[src/rtl/intc_bamse_pkg.sv]
// intc_bamse_pkg: register offsets, FSM states and CTRL bit positions
// shared by the interrupt controller and its priority encoder.
package intc_bamse_pkg;

   localparam logic [1:0] OFS_MASK = 2'd0;
   localparam logic [1:0] OFS_PEND = 2'd1;
   localparam logic [1:0] OFS_VEC  = 2'd2;
   localparam logic [1:0] OFS_CTRL = 2'd3;

   localparam int CTRL_GIE = 0;
   localparam int CTRL_CLR = 1;

   typedef enum logic [1:0] {
      IDLE    = 2'd0,
      REQ     = 2'd1,
      SERVICE = 2'd2
   } state_t;

endpackage

[src/rtl/intc_bamse_prio.sv]
// intc_prio_enc: lowest-index-first encoder over NSRC request bits.
// Ports: req in, valid (any bit set) out, id (winning index) out.
module intc_prio_enc #(
   parameter int NSRC = 8
) (
   input  logic [NSRC-1:0] req,
   output logic            valid,
   output logic [2:0]      id
);

   always_comb begin
      valid = |req;
      id    = 3'd0;
      // Scan downward so the lowest set index is the last assignment.
      for (int i = NSRC - 1; i >= 0; i--) begin
         if (req[i]) id = 3'(i);
      end
   end

endmodule

[src/rtl/intc_bamse.sv]
// intc_bamse: 8-source edge-latched interrupt controller for PicoBlaze.
// Ports: clk, rst (async low), irq_src, port bus, interrupt/ack, busy.
module intc_bamse
   import intc_bamse_pkg::*;
#(
   parameter logic [7:0] ADDR = 8'h10,
   parameter int         NSRC = 8
) (
   input  logic            clk,
   input  logic            rst,
   input  logic [NSRC-1:0] irq_src,
   input  logic [7:0]      address,
   input  logic [7:0]      data_in,
   output logic [7:0]      data_out,
   input  logic            ren,
   input  logic            wen,
   output logic            interrupt,
   input  logic            interrupt_ack,
   output logic            busy
);

   localparam logic [7:0] SRC_MSK = 8'((9'd1 << NSRC) - 9'd1);

   state_t     state_q, state_d;
   logic [7:0] mask_q, pend_q, prev_q;
   logic [7:0] irq_w, rise, active, ack_clr, clr;
   logic       gie_q;
   logic [2:0] id_q, id_d, enc_id;
   logic       enc_vld;
   logic [7:0] ofs;
   logic       hit;
   logic       wr_mask, wr_pend, wr_vec, wr_ctrl;

   always_comb begin
      irq_w = '0;
      irq_w[NSRC-1:0] = irq_src;
   end

   assign ofs     = address - ADDR;
   assign hit     = (ofs[7:2] == 6'd0);
   assign wr_mask = wen & hit & (ofs[1:0] == OFS_MASK);
   assign wr_pend = wen & hit & (ofs[1:0] == OFS_PEND);
   assign wr_vec  = wen & hit & (ofs[1:0] == OFS_VEC);
   assign wr_ctrl = wen & hit & (ofs[1:0] == OFS_CTRL);

   assign rise   = irq_w & ~prev_q;
   assign active = pend_q & mask_q;

   intc_prio_enc #(.NSRC(NSRC)) u_enc (
      .req   (active[NSRC-1:0]),
      .valid (enc_vld),
      .id    (enc_id)
   );

   always_comb begin
      state_d = state_q;
      id_d    = id_q;
      ack_clr = '0;
      unique case (state_q)
         IDLE: begin
            if (gie_q && enc_vld) begin
               state_d = REQ;
               id_d    = enc_id;
            end
         end
         REQ: begin
            if (interrupt_ack) begin
               state_d         = SERVICE;
               ack_clr[id_q]   = 1'b1;
            end
         end
         SERVICE: begin
            if (wr_vec) state_d = IDLE;
         end
         default: state_d = IDLE;
      endcase
   end

   always_comb begin
      clr = ack_clr;
      if (wr_pend) clr = clr | data_in;
      if (wr_ctrl && data_in[CTRL_CLR]) clr = 8'hFF;
   end

   always_ff @(posedge clk or negedge rst) begin
      if (!rst) begin
         state_q <= IDLE;
         id_q    <= 3'd0;
         mask_q  <= 8'h00;
         pend_q  <= 8'h00;
         prev_q  <= 8'h00;
         gie_q   <= 1'b0;
      end else begin
         state_q <= state_d;
         id_q    <= id_d;
         prev_q  <= irq_w;
         // New edges are OR-ed in after clearing so a set always wins.
         pend_q  <= ((pend_q & ~clr) | rise) & SRC_MSK;
         if (wr_mask) mask_q <= data_in & SRC_MSK;
         if (wr_ctrl) gie_q  <= data_in[CTRL_GIE];
      end
   end

   assign interrupt = (state_q == REQ);
   assign busy      = (state_q != IDLE);

   always_comb begin
      data_out = 8'h00;
      if (ren && hit) begin
         unique case (ofs[1:0])
            OFS_MASK: data_out = mask_q;
            OFS_PEND: data_out = pend_q;
            OFS_VEC:  data_out = {busy, 4'b0000, id_q};
            OFS_CTRL: data_out = {7'b0000000, gie_q};
            default:  data_out = 8'h00;
         endcase
      end
   end

endmodule

[config.mk]
export PLATFORM = sky130hd
export DESIGN_NAME = intc_bamse
export DESIGN_NICKNAME = d
export VERILOG_FILES = /design/src/rtl/intc_bamse_pkg.sv /design/src/rtl/intc_bamse_prio.sv /design/src/rtl/intc_bamse.sv
export SDC_FILE = /design/constraint.sdc
export NUM_CORES = 1
export LEC_CHECK = 0
export ABC_AREA = 1
export CAP_MARGIN = 15
export CORE_ASPECT_RATIO = 1.4
export CORE_UTILIZATION = 49
export CTS_CLUSTER_SIZE = 40
export DETAILED_ROUTE_END_ITERATION = 10
export PLACE_DENSITY = 0.76
export SLEW_MARGIN = 20
export SYNTH_ARGS = -nofsm -noshare
export SYNTH_HDL_FRONTEND = slang
export SYNTH_SLANG_ARGS = --single-unit
[constraint.sdc]
create_clock -name clk -period 1.4 [get_ports clk]
set_clock_uncertainty 0.15 [all_clocks]
set_input_delay 0.28 -clock clk [delete_from_list [all_inputs] [get_ports clk]]
set_output_delay 0.28 -clock clk [all_outputs]
set_load 0.05 [all_outputs]
Word-level counts from Yosys, hierarchy flattened
Index checks and enable logic that the tools add are counted.
{ "op_classes": {"bitwise_logic": 12, "n_eq_ne": 8, "addsub": 1, "muxes": 20, "magnitude_cmp": 2, "n_reduce_logical": 11} }
{ "ops": {"columns": ["op", "count"], "rows": [
  ["2-to-1 mux 8 bit", 5],
  ["case mux 8 bit (4 select lines)", 1],
  ["bitwise AND 8 bit", 3],
  ["2-to-1 mux 3 bit", 8],
  ["inverter 8 bit", 2],
  ["OR 8 bit", 2],
  ["OR reduction 8 bit", 1],
  ["subtractor 8 x 5 -> 8 bit (second input constant)", 1],
  ["== test 2 bit (second input constant)", 3],
  ["zero test 6 bit", 1],
  ["2-to-1 mux 2 bit", 3],
  ["case mux 2 bit (3 select lines)", 1],
  ["bitwise AND 1 bit", 5],
  ["== test 2 x 1 -> 1 bit (second input constant)", 2],
  ["logical AND 1 bit", 4],
  ["zero test 2 bit", 2],
  ["< comparator 3 x 4 -> 1 bit (second input constant)", 1],
  ["inequality test 2 bit (second input constant)", 2],
  ["demux 1 bit (select 3 bit)", 1],
  ["greater-or-equal comparator 3 x 1 -> 1 bit (second input constant)", 1],
  ["AND reduction 3 bit", 1],
  ["inequality test 2 x 1 -> 1 bit (second input constant)", 1],
  ["AND reduction 2 bit", 1],
  ["nonzero test 2 bit", 1],
  ["2-to-1 mux 1 bit", 1]
]} }
{ "word_totals": {"inputBits": 29, "regBits": 30, "output_inout_bits": 10, "word_cells": 60} }

Logic depth before layout (Yosys ltp)
Gate-level depths: netlist of the first run.
{ "logic_depth": {"depth_word": 12, "depth_mapped": 10, "ltp_nobuf": 10} }

By module
From an unflattened synthesis of the first run, not the netlist that was laid out.
{ "unflattened": {"cells_unflattened": 233, "hier_area_um2": 1692.9} }
{ "by_module_without_submodules": {"columns": ["module", "seq_area_each_um2", "instances", "cells_per_inst", "area_each_um2"], "rows": [
  ["intc_bamse", 750.7, 1, 211, 1594.0],
  ["intc_prio_enc", 0.0, 1, 22, 98.8]
]} }

Least setup slack after synthesis of the first run
Ideal clock, no wire load.
{ "synth_path": {"kind": "reg2out", "startpoint": "reg state_q[1]", "endpoint": "out data_out[7]", "setup_slack_ns": -0.764, "stages_incl_launch_ff": 5, "arrival_time_ns": 1.734, "path_buffers": 0, "path_cell_list": "dfrtp_1 -> nor2_1 -> inv_1 -> nand2_1 -> a31oi_1"} }
{ "synth_via": {"elab_chain_cells": 3} }
{ "synth_rtl": {"columns": ["item", "line", "text"], "rows": [
  ["start: declaration", "intc_bamse.sv:24", "state_t state_q, state_d;"],
  ["start signal: assignment", "intc_bamse.sv:94", "state_q <= state_d;"],
  ["nonzero test 2 bit", "intc_bamse.sv:105", "assign busy = (state_q != IDLE);"],
  ["named net busy", "intc_bamse.sv:19", "output logic busy"],
  ["case mux 8 bit (4 select lines)", "intc_bamse.sv:110", "unique case (ofs[1:0])"],
  ["2-to-1 mux 8 bit", "intc_bamse.sv:109", "if (ren && hit) begin"],
  ["end: declaration", "intc_bamse.sv:14", "output logic [7:0] data_out,"]
]} }
The timed path passes the listed nets, and every way through them passes these cells.

Worst setup path after layout of the first run
{ "layout_path": {"startpoint": "reg state_q[1]", "endpoint": "out data_out[7]"} }
{ "layout_via": {"elab_chain_cells": 3} }
{ "layout_rtl": {"columns": ["item", "line"], "rows": [
  ["nonzero test 2 bit", "intc_bamse.sv:105"],
  ["case mux 8 bit (4 select lines)", "intc_bamse.sv:110"],
  ["2-to-1 mux 8 bit", "intc_bamse.sv:109"]
]} }
Every way passes these cells.

==> run metrics, run 1 <==
status complete, but fails checks; failing checks negative setup slack; Fin Hold WS 0.209 ns; Port Buffers 38; Slew headroom 81.5%; RePlAce Congestion 0.889; Synth Area in Compound Gates 13.4%; GRT Total Usage 31.5%; Core ar. 3120 um2; hold buffer count at CTS 0; 1st-pass router iterations 4; NumNets Final 301; Gate Count Post-Synth 208; hold crit path type primary input to async pin; CTS tree yes; clock buffer count from CTS 5; PnR worst setup slack -0.267 ns; number of I/O pins 39; Adder-Cell Fraction of Synth Area 0%; pre-CTS setup slack -0.712 ns; share of the core filled with cells 84.3%; max-cap viol count 0; Area growth syn-to-layout 62.3%; CTS max path bufs 2; chip height 70.1 um; commonest cells after routing, fill and taps aside nand2_1 (62), dfrtp_1 (29), inv_1 (24), clkdlybuf4s50_1 (19), buf_4 (18); global route overflow 0; clock-pin slew on the worst setup and hold paths 0.07 ns; Final HPWL DP 3.35 mm; CP Buf/Inv Count 2; Final setup viols 20; RSZ-0062 raised after global routing true; post-route antenna net violation count 0; Worst path max stage delay 0.41 ns; CP top delay family flip-flops; DR vias 1671; IR Drop Worst-Case VDD 0.841 mV; clk sinks 30; die width 50.6 um; Worst path slowest cell dfrtp_1; fmax 0.600 GHz; setup_tns -3.68 ns; worst-margin pin slew 0.277 ns; number of antenna violations at the first check in global routing 0; vias per cell 5.36; Final Critical Period 1.67 ns; XOR/XNOR Fraction of Synth Area 0%; library cells used by synthesis 24; post-synthesis net count 237; htree depth 2; largest net degree at the start of global routing 31; yosys warns 0; Slew Limit Fails 0; Critical Path AT 1.24 ns; synthesized area per cell 7.80 um2; Post-Syn Area 1620 um2; Static Leak 1.16 nW; Root Driver clkbuf_8; post-synthesis simple-gate area fraction 31.1%; Crit Path Category flip-flop to output pin; synthesis-stage register bit count 30; Seq/Total Area, Yosys 46.3%; Crit Path Max Fanout 3; largest family of logic cells by synthesized area simple AND/OR/NAND/NOR gates; die area 3550 um2; worst endpoint required time 0.97 ns; Initial Utilization 51.9%; mux contribution to synthesized area 0%; diode count 0; vias in the first global route 1792; Post-Route WL 4.82 mm; crit path cell chain nor2_2, inv_2, nand2_2, a31oi_4, buf_12; crit end category output pin; detailed router's first-iteration violation count 51; wire per inst 15.5 um; most common cell after layout, fill and taps aside nand2_1; PwrDens 906 nW/um2; Core Rows 24; layout cells sized above 1 37.0%; Pwr Total 2.39 mW; DRC violations left 0; clock insertion delay at the later pin of the skew report 0.29 ns; final hold violation count 0; startpoint class of the critical path flip-flop; global-route wire length before repair 8.12 mm; period utilization 119%
==> kinds of logic after synthesis <==
| group | after synthesis |
|---|---|
| compound gates | 31 |
| buf+inv | 32 |
| flops | 30 |
| simple gates | 115 |
==> per-stage QoR <==
step / std cells / instance area [um2]
2_1_floorplan: 208 / 1780
3_3_place_gp: 297 / 2420
3_5_place_dp: 297 / 2420
4_1_cts: 312 / 2620
5_1_grt: 312 / 2630
6_report: 312 / 2630
==> state kept, by name, summed over array words and instances (netlist names) <==
register / cells
state_q: 2
mask_q: 8
pend_q: 8
gie_q: 1
prev_q: 8
id_q: 3
==> worst paths after layout <==
path | start | endpoint | slack, ns | cells past startpoint
min in group clk | irq_src[0] | prev_q[0]$_DFF_PN0_ | 0.31 | 1
hold / removal | rst | state_q[0]$_DFFE_PN0P_ | 0.21 | 2
setup reg to reg | state_q[1]$_DFFE_PN0P_ | pend_q[6]$_DFF_PN0_ | -0.23 | 7
setup / recovery | state_q[1]$_DFFE_PN0P_ | data_out[7] | -0.27 | 5
max in group asynchronous | rst | id_q[1]$_DFFE_PN0P_ | 0.71 | 2
hold reg to reg | prev_q[3]$_DFF_PN0_ | pend_q[3]$_DFF_PN0_ | 0.33 | 3
==> synthesized netlist by cell type, drive strengths merged <==
library cell | instances | share of area, %
inv | 27 | 6.3
o21a | 8 | 3.7
o21ai | 12 | 5.6
nand3 | 13 | 4.0
buf | 4 | 2.7
a41oi | 1 | 0.54
clkbuf | 1 | 0.23
nor2 | 11 | 3.6
a31oi | 3 | 1.2
nand3b | 1 | 0.46
o31ai | 1 | 0.46
dfrtp | 30 | 46
o21bai | 1 | 0.46
nand4 | 9 | 3.5
and3 | 1 | 0.69
a21oi | 5 | 1.5
nand2 | 80 | 19
==> power by group <==
group / internal (mW) / switching, mW
Combinational: 0.331 / 0.338
Clock: 0.394 / 0.341
Sequential: 0.926 / 0.0553
Total: 1.65 / 0.735
==> what timing repair did <==
item                                    in CTS  in global routing
endpoints found under the hold margin        0                  0
buffers inserted                             5                  2
pin swaps                                   17                  4
gates resized for setup                     61                  3
endpoints found under the setup margin      31                 30
cloned                                       2                  0
==> routing by layer <==
layer  vias to the layer above  track usage [%]  part of all wire [%]
met4                         0             13.9                   1.6
met5                         -                0                     0
met2                        52             57.3                    56
met3                         9             6.54                   4.2
met1                       808             33.8                    38
li1                        802                -                     -
==> cell type report <==
class	instances	area [um2]
multi-input combinational	148	967
timing repair buffer	60	668
sequential	30	752
clock buffer	6	82.6
tap	39	48.8
clock inverter	2	12.5
fill	184	490
inverter	27	101
(Power assumes the default switching activity.)
==> inputs of run 2 (changes only) <==
CORE_MARGIN = 8   (was unset)
==> run 2 against run 1 <==
The flow still finishes with violations (negative setup slack). Sequential cell count did not move. Critical path depth did not move. Wire length rose by 19%. Non-clock buffer count rose by 3.
==> run metrics, run 2 (synthesized netlist as in run 1, its figures left out) <==
die area 5430 um2; detailed router's first-iteration violation count 135; setup_tns -3.88 ns; clock buffer count from CTS 5; 1st-pass router iterations 5; Critical Path AT 1.25 ns; Cell Area, Placed 2420 um2; Area growth syn-to-layout 69.0%; most common cell after layout, fill and taps aside nand2_1; clk sinks 30; DRC violations left 0; number of antenna violations at the first check in global routing 0; Final Critical Period 1.68 ns; Worst path slowest cell dfrtp_2; max-cap viol count 0; diode count 0; crit end category output pin; PwrDens 886 nW/um2; htree depth 2; Final HPWL DP 3.66 mm; commonest cells after routing, fill and taps aside nand2_1 (62), dfrtp_1 (29), inv_1 (24), clkdlybuf4s50_1 (18), buf_4 (15); Final setup viols 22; largest net degree at the start of global routing 31; Pwr Total 2.43 mW; Core ar. 3150 um2; DR vias 1787; RePlAce Congestion 0.922; layout cells sized above 1 37.1%; number of I/O pins 39; Final Instance Area 2740 um2; global-route wire length before repair 8.91 mm; Static Leak 1.23 nW; NumNets Final 303; vias per cell 5.69; clock-pin slew on the worst setup and hold paths 0.07 ns; status complete, but fails checks; final hold violation count 0; biggest regs mask_q (8), pend_q (8), prev_q (8); chip height 84.1 um; crit path cell chain nor2_4, inv_2, nand2_2, a31oi_4, buf_12; die width 64.6 um; wire per inst 18.3 um; Port Buffers 38; Worst path max stage delay 0.44 ns; RSZ-0062 raised after global routing true; r2r worst-path depth 6; clock insertion delay at the later pin of the skew report 0.29 ns; Fin Hold WS 0.200 ns; Root Driver clkbuf_8; Crit Path Category flip-flop to output pin; worst endpoint required time 0.97 ns; Initial Utilization 51.4%; period utilization 120%; hold crit path type primary input to async pin; worst-margin pin slew 0.311 ns; CTS max path bufs 2; Core Rows 24; Crit Path Max Fanout 2; failing checks negative setup slack; Slew headroom 79.2%; PnR worst setup slack -0.283 ns; Post-Route WL 5.76 mm; global route overflow 0; startpoint class of the critical path flip-flop; GRT Total Usage 20.6%; CTS tree yes; fmax 0.594 GHz; share of the core filled with cells 86.9%; vias in the first global route 1915; post-route antenna net violation count 0; IR Drop Worst-Case VDD 0.795 mV; Slew Limit Fails 0
==> run 2: worst paths after layout <==
path / startpoint / to / slack (ns)
hold / removal: rst / mask_q[4]$_DFFE_PN0P_ / 0.20
min in group clk: irq_src[2] / prev_q[2]$_DFF_PN0_ / 0.32
setup reg to reg: state_q[1]$_DFFE_PN0P_ / pend_q[6]$_DFF_PN0_ / -0.22
max in group asynchronous: rst / state_q[1]$_DFFE_PN0P_ / 0.71
hold reg to reg: prev_q[3]$_DFF_PN0_ / pend_q[3]$_DFF_PN0_ / 0.32
setup / recovery: state_q[1]$_DFFE_PN0P_ / data_out[7] / -0.28
==> run 2: per-stage QoR <==
step / worst slack [ns] / cells
2_1_floorplan: -0.176 / 208
3_3_place_gp: -0.647 / 297
3_5_place_dp: -0.737 / 297
4_1_cts: -0.266 / 313
5_1_grt: -0.322 / 314
6_report: -0.283 / 314
==> run 2: what timing repair did <==
item / in CTS / in global routing
setup endpoints to repair: 29 / 25
pin swaps: 18 / 17
gates cloned: 1 / 0
hold endpoints to repair: 0 / 0
setup buffers: 7 / 3
hold buffers: 0 / 0
gates resized for setup: 65 / 11
==> run 2: where the power goes <==
group | internal [mW] | switching, mW
clock | 0.396 | 0.321
sequential | 0.929 | 0.0652
combinational | 0.364 | 0.353
==> run 2: area by class of cell <==
cell class | count | area, um2
clock inverter | 1 | 5.00
inverter | 27 | 101
multi-input combinational | 147 | 1010
clock buffer | 7 | 86.3
tap | 39 | 48.8
sequential | 30 | 752
fill | 156 | 413
timing repair buffer | 63 | 733
==> run 2: layer usage <==
layer  global-route usage, %  share of wire, %  up-vias
met5                       0                 0        -
met4                    10.6               3.8        0
met3                    5.24               6.8       27
met2                    34.8                53       98
met1                    22.8                36      857
li1                        -                 -      805
==> run 2: worst max-delay path, delay by kind of cell (launching register included) <==
family          cells  cell delay (ns)
flops               1             0.44
buf+inv             2             0.22
simple gates        2             0.21
compound gates      1             0.10
